--- src/rtl/multiplier_s_c1x2_f1_16bits_8bits.sv ---
// Fracturable 16x8 multiplier slice with a registered 24-bit result.
// It runs either as one full 16x8 product (HALF_0) or as two independent
// 8x4 lane products packed side by side (HALF_1). Each operand can be
// signed or unsigned, selected at run time.
//
// One partial-product array serves both modes. Each of the eight rows
// belongs to one bit of B:
//   - Full mode: row j is the 24-bit sign/zero-extended A, shifted left by j.
//   - Half mode: rows 0..3 carry the low A lane, placed in the low 12 bits.
//     Rows 4..7 carry the high A lane, placed in the high 12 bits.
//     Each lane row is shifted only within its own lane.
//   - The row at the MSB of a signed B operand enters negated, because that
//     bit carries a negative weight. In half mode the negation is done in
//     12-bit lane arithmetic, so it never spills into the other lane.
//   - The rows are summed as separate low and high 12-bit column groups.
//     The low-group carry is added back only in full mode; in half mode it
//     is simply dropped at the C[11]/C[12] boundary.
module multiplier_s_c1x2_f1_16bits_8bits #(
  parameter int A_chop_size = 16,
  parameter int B_chop_size = 8
) (
  input  logic                   clk,
  input  logic                   rst_n,
  input  logic [A_chop_size-1:0] A,
  input  logic [B_chop_size-1:0] B,
  input  logic                   A_sign,
  input  logic                   B_sign,
  input  logic                   HALF_0,
  input  logic                   HALF_1,
  output logic [23:0]            C
);

  logic        half_mode;
  logic [23:0] a_full;
  logic [11:0] a_hi;
  logic [11:0] a_lo;
  logic [23:0] pp [8];
  logic [23:0] lo_sum;
  logic [11:0] hi_sum;
  logic [23:0] full_res;
  logic [23:0] half_res;

  // HALF_0 has priority, so the dual-lane layout is used only when it is low.
  assign half_mode = !HALF_0 && HALF_1;

  // Operands extended to the width of the product they feed.
  assign a_full = {{8{A_sign & A[15]}}, A};
  assign a_hi   = {{4{A_sign & A[15]}}, A[15:8]};
  assign a_lo   = {{4{A_sign & A[7]}}, A[7:0]};

  for (genvar j = 0; j < 8; j++) begin : g_pp
    localparam int LANE_SHIFT = j % 4;
    localparam bit HI_LANE    = (j >= 4);
    localparam bit LANE_MSB   = (LANE_SHIFT == 3);
    localparam bit FULL_MSB   = (j == 7);

    logic [23:0] full_shift;
    logic [23:0] full_row;
    logic [11:0] lane_op;
    logic [11:0] lane_shift;
    logic [11:0] lane_row;

    assign full_shift = B[j] ? (a_full << j) : 24'd0;
    assign full_row   = (FULL_MSB && B_sign) ? -full_shift : full_shift;
    assign lane_op    = HI_LANE ? a_hi : a_lo;
    assign lane_shift = B[j] ? (lane_op << LANE_SHIFT) : 12'd0;
    assign lane_row   = (LANE_MSB && B_sign) ? -lane_shift : lane_shift;
    assign pp[j]      = half_mode ? (HI_LANE ? {lane_row, 12'd0} : {12'd0, lane_row})
                                  : full_row;
  end

  // Reduce the rows as independent low/high column groups so the lanes stay isolated.
  always_comb begin
    lo_sum = 24'd0;
    hi_sum = 12'd0;
    for (int j = 0; j < 8; j++) begin
      lo_sum = lo_sum + {12'd0, pp[j][11:0]};
      hi_sum = hi_sum + pp[j][23:12];
    end
  end

  assign full_res = {hi_sum, 12'd0} + lo_sum;
  assign half_res = {hi_sum, lo_sum[11:0]};

  // Output register loads every cycle; an idle mode clears the result.
  always_ff @(posedge clk or negedge rst_n) begin
    if (!rst_n) begin
      C <= 24'd0;
    end else if (HALF_0) begin
      C <= full_res;
    end else if (HALF_1) begin
      C <= half_res;
    end else begin
      C <= 24'd0;
    end
  end

endmodule

--- config.mk ---
export PLATFORM = sky130hd
export DESIGN_NAME = multiplier_s_c1x2_f1_16bits_8bits
export DESIGN_NICKNAME = d
export VERILOG_FILES = /design/src/rtl/multiplier_s_c1x2_f1_16bits_8bits.sv
export SDC_FILE = /design/constraint.sdc
export NUM_CORES = 1
export LEC_CHECK = 0
export CELL_PAD_IN_SITES_DETAIL_PLACEMENT = 0
export CELL_PAD_IN_SITES_GLOBAL_PLACEMENT = 1
export CORE_AREA = 8 8 157 159
export CTS_CLUSTER_SIZE = 20
export DETAILED_ROUTE_END_ITERATION = 16
export DIE_AREA = 0 0 165 167
export PLACE_DENSITY_LB_ADDON = 0.1
export SLEW_MARGIN = 30
export SYNTH_ARGS = -nofsm -noshare
export SYNTH_HDL_FRONTEND = slang
export SYNTH_SLANG_ARGS = --single-unit
--- constraint.sdc ---
create_clock -name clk -period 0.8 [get_ports clk]
set_input_delay 0.12 -clock clk [delete_from_list [all_inputs] [get_ports clk]]
set_output_delay 0.12 -clock clk [all_outputs]
set_load 0.1 [all_outputs]
==> impl_metrics.py, run 1 <==
metrics = {
    "flow_run": {
        "drv_cap": 0,
    },
    "synth": {
        "yosys.area.top_type": "fa_1",
        "synthDistinctLibCells": 51,
        "synth_top_area_frac": 0.342,
        "synth-edff-count": 0,
        "ys.flop_type": "dfrtp_1",
        "synth_seq_cells": 24,
        "ys_warn_count": 0,
        "avgSynthCellArea_sq_um": 8.54,
        "async_flop_share": 1.00,
        "synth_fp_nets": 865,
        "syn-cell-area_sq_um": 5910,
        "synthCells": 692,
        "synth_seq_area_share": 0.102,
        "synth_area_leaders": "fa_1, dfrtp_1, ha_1, nand2_1, inv_1",
    },
    "pwr": {
        "power_mw": 34.2,
        "p_leak_nw": 4.30,
        "power.density_nw_per_um2": 3840,
        "vdd_drop_max_v": 0.00213,
    },
    "floorplanning": {
        "die_w_um": 165,
        "io_pins": 54,
        "die_area_sq_um": 27600,
        "die_h_um": 167,
        "rows": 55,
        "core_area_sq_um": 22200,
        "start_util": 0.266,
    },
    "place": {
        "dp_hpwl_mm": 15.5,
        "finalWeightedCongestion": 0.816,
        "place_inst": 1141,
        "io_buffers": 53,
    },
    "timing": {
        "fin_crit_ns": 6.42,
        "finalCritPeriodShare": 8.03,
        "rsz0062_at_grt": "yes",
        "max_freq_mhz": 156,
        "setup_violations": 47,
        "whs_ns": 0.201,
        "slew_viol_final": 0,
        "worst_pin_slew_ns": 0.466,
        "hold_viol": 0,
        "slew-limit-headroom": 0.686,
        "tns_ns": -94.91,
        "fin_ws_ns": -5.62,
    },
    "cells_and_area": {
        "multiInputGateArea_sq_um": 5340,
        "largest_register_ffs": 24,
        "fin_nets": 1052,
        "seqCellArea_sq_um": 629,
        "nFillCells": 2208,
        "layoutNonFillerInstCount": 1163,
        "diodes": 0,
        "reg_top3": "C x24",
        "drive_above_1_share": 0.358,
        "areaGrowthSynthToFinish_pct": 50.8,
        "largest-register": "C",
    },
    "clocking": {
        "cts_tree": "built",
        "cts_max_level": 1,
        "cts_hold_repair.buffers": 0,
        "path_clk_slew_ns": 0.06,
        "clock_sinks": 24,
        "cts_buffer_depth": 2,
        "numCtsBuffers": 3,
        "root_buffer": "clkbuf_16",
    },
    "critical_path": {
        "cp_common_cell": "fa_1",
        "critPathRequiredTime_ns": 0.93,
        "cpMaxStageDelayCell": "fa_1",
        "cp-end-kind": "register",
        "cp-start-kind": "input pin",
        "crit_type": "in -> reg",
        "cp_max_fo": 5,
        "cpPeakStageDelay_ns": 0.52,
        "worstPathArrival_ns": 6.55,
    },
    "global_routing": {
        "grt_max_degree": 32,
        "antenna_found_initial": 0,
        "grt-ovfl-total": 0,
        "grt_pass1_vias": 5553,
        "grt_usage": 0.130,
        "grt_pass1_wl_mm": 28.9,
    },
    "outcome": {
        "violations": "setup timing",
        "status": "finished with violations",
    },
    "detailed_routing": {
        "drt-total-wl_mm": 17.9,
        "wl_per_cell_um": 15.4,
        "drc": 0,
        "via_per_inst": 4.49,
        "vias": 5227,
        "drt_iter0_drc": 143,
        "antenna_left": 0,
        "firstDrtPassIters": 4,
    },
    "hold_path": {
        "hold_path_class": "in -> async",
    },
}
==> synth_stat cells, types with 2 or more instances <==
library cell  instances
clkbuf_1             30
a21boi_0              2
ha_1                 42
nand3_1              20
nand2_1             121
nor2_1               20
or3_1                 2
or2_2                 2
fa_1                101
nor2b_1              15
o21ai_1               2
o31ai_1               3
a31oi_1               4
a21o_1               10
a21oi_1              29
o21a_1                6
o21bai_1              3
xnor2_1              33
o41ai_1               2
xor2_1               12
and3_1               21
nor4_1                2
inv_1                91
buf_2                 2
and2_1               28
buf_1                 4
o22ai_1               3
nor3_1                9
mux2i_1               4
nand2b_1              5
o21ai_0              19
nand4_1               2
a32o_1                2
dfrtp_1              24
==> metal layers <==
layer | global-route usage | vias up | part of all wire
li1 | - | 2577 | -
met1 | 0.191 | 2538 | 0.50
met2 | 0.201 | 98 | 0.44
met3 | 0.00962 | 14 | 0.042
met4 | 0.0341 | 0 | 0.018
met5 | 0 | - | 0
==> cell usage in the layout, fill, tap and decap left out, types with 11 or more instances in the layout <==
| master | count |
|---|---|
| inv_1 | 83 |
| nand2_1 | 115 |
| clkdlybuf4s50_1 | 15 |
| nor2_1 | 16 |
| and2_1 | 18 |
| xnor2_1 | 22 |
| buf_12 | 27 |
| ha_1 | 27 |
| dfrtp_2 | 23 |
| a21oi_1 | 20 |
| and3_1 | 18 |
| ha_4 | 14 |
| xnor2_2 | 11 |
| buf_4 | 143 |
| nand3_1 | 19 |
| fa_1 | 97 |
| nor2b_1 | 12 |
| buf_6 | 20 |
==> final cells by class <==
class                           count  area share
Sequential cell                    24      0.0707
Clock inverter                      1     0.00337
Inverter                           91      0.0383
Timing Repair Buffer              218       0.240
Tap cell                          285      0.0400
Multi-Input combinational cell    541       0.600
Clock buffer                        3     0.00843
==> power by group <==
part	switching [mW]	internal [mW]	total (mW)
clock network	0.398	0.994	1.39
logic	15.0	15.4	30.4
registers	0.412	1.95	2.36
total	15.8	18.4	34.2
==> logic make-up (layout without fill, tap and decap cells) <==
group	count (synthesis)	after routing	share of synthesized area
AO/OA/AOI/OAI	97	97	0.106
XOR/XNOR	46	46	0.0707
adder cells (fa/ha/maj)	143	143	0.431
buffers and inverters	127	313	0.0811
flip-flops	24	24	0.102
multiplexers	4	4	0.00678
AND/OR/NAND/NOR	251	251	0.203
==> worst max-delay path by stage <==
stage               startpoint     to  slack [ns]  cells after the start
floorplan               HALF_1  C[22]       -5.45                     31
global route            HALF_0  C[22]       -5.93                     32
global placement        HALF_1  C[22]       -6.39                     32
finish                  HALF_0  C[22]       -5.62                     32
CTS                     HALF_0  C[22]       -5.65                     32
detailed placement      HALF_1  C[22]       -6.44                     32
==> per-stage QoR <==
| stage | worst slack, ns | cell area [sq um] | util |
|---|---|---|---|
| floorplan | -5.45 | 6240 | - |
| global placement | -6.39 | 8230 | 0.370 |
| detailed placement | -6.44 | 8230 | 0.370 |
| CTS | -5.65 | 8690 | 0.391 |
| global route | -5.93 | 8910 | 0.401 |
| finish | -5.62 | 8910 | 0.401 |
==> critical path, delay by kind of cell <==
family	cells	cell delay, ns
xor gates and xnor gates	2	0.27
and+or+nand+nor	6	0.86
AOI/OAI and AO/OA	9	1.25
buffers and inverters	6	0.71
adders and majority gates	8	3.16
muxes	1	0.15
==> what timing repair did <==
item	CTS	global route
gates resized for setup	99	38
buffers inserted	14	13
gates cloned	1	0
setup endpoints to repair	48	48
pin swaps	56	48
No activity file was read; power rests on OpenSTA's default activity.
==> run 2, diff against run 1 <==
ABC_CLOCK_PERIOD_IN_PS = 800   (was default)
==> results of run 2 <==
Same layout as run 1: the final DEF is identical, and so are final timing and power.
==> run 3, diff against run 2 <==
SLEW_MARGIN = 20   (was 30)
==> results of run 3 <==
Same layout as run 1: the final DEF is identical, and so are final timing and power.
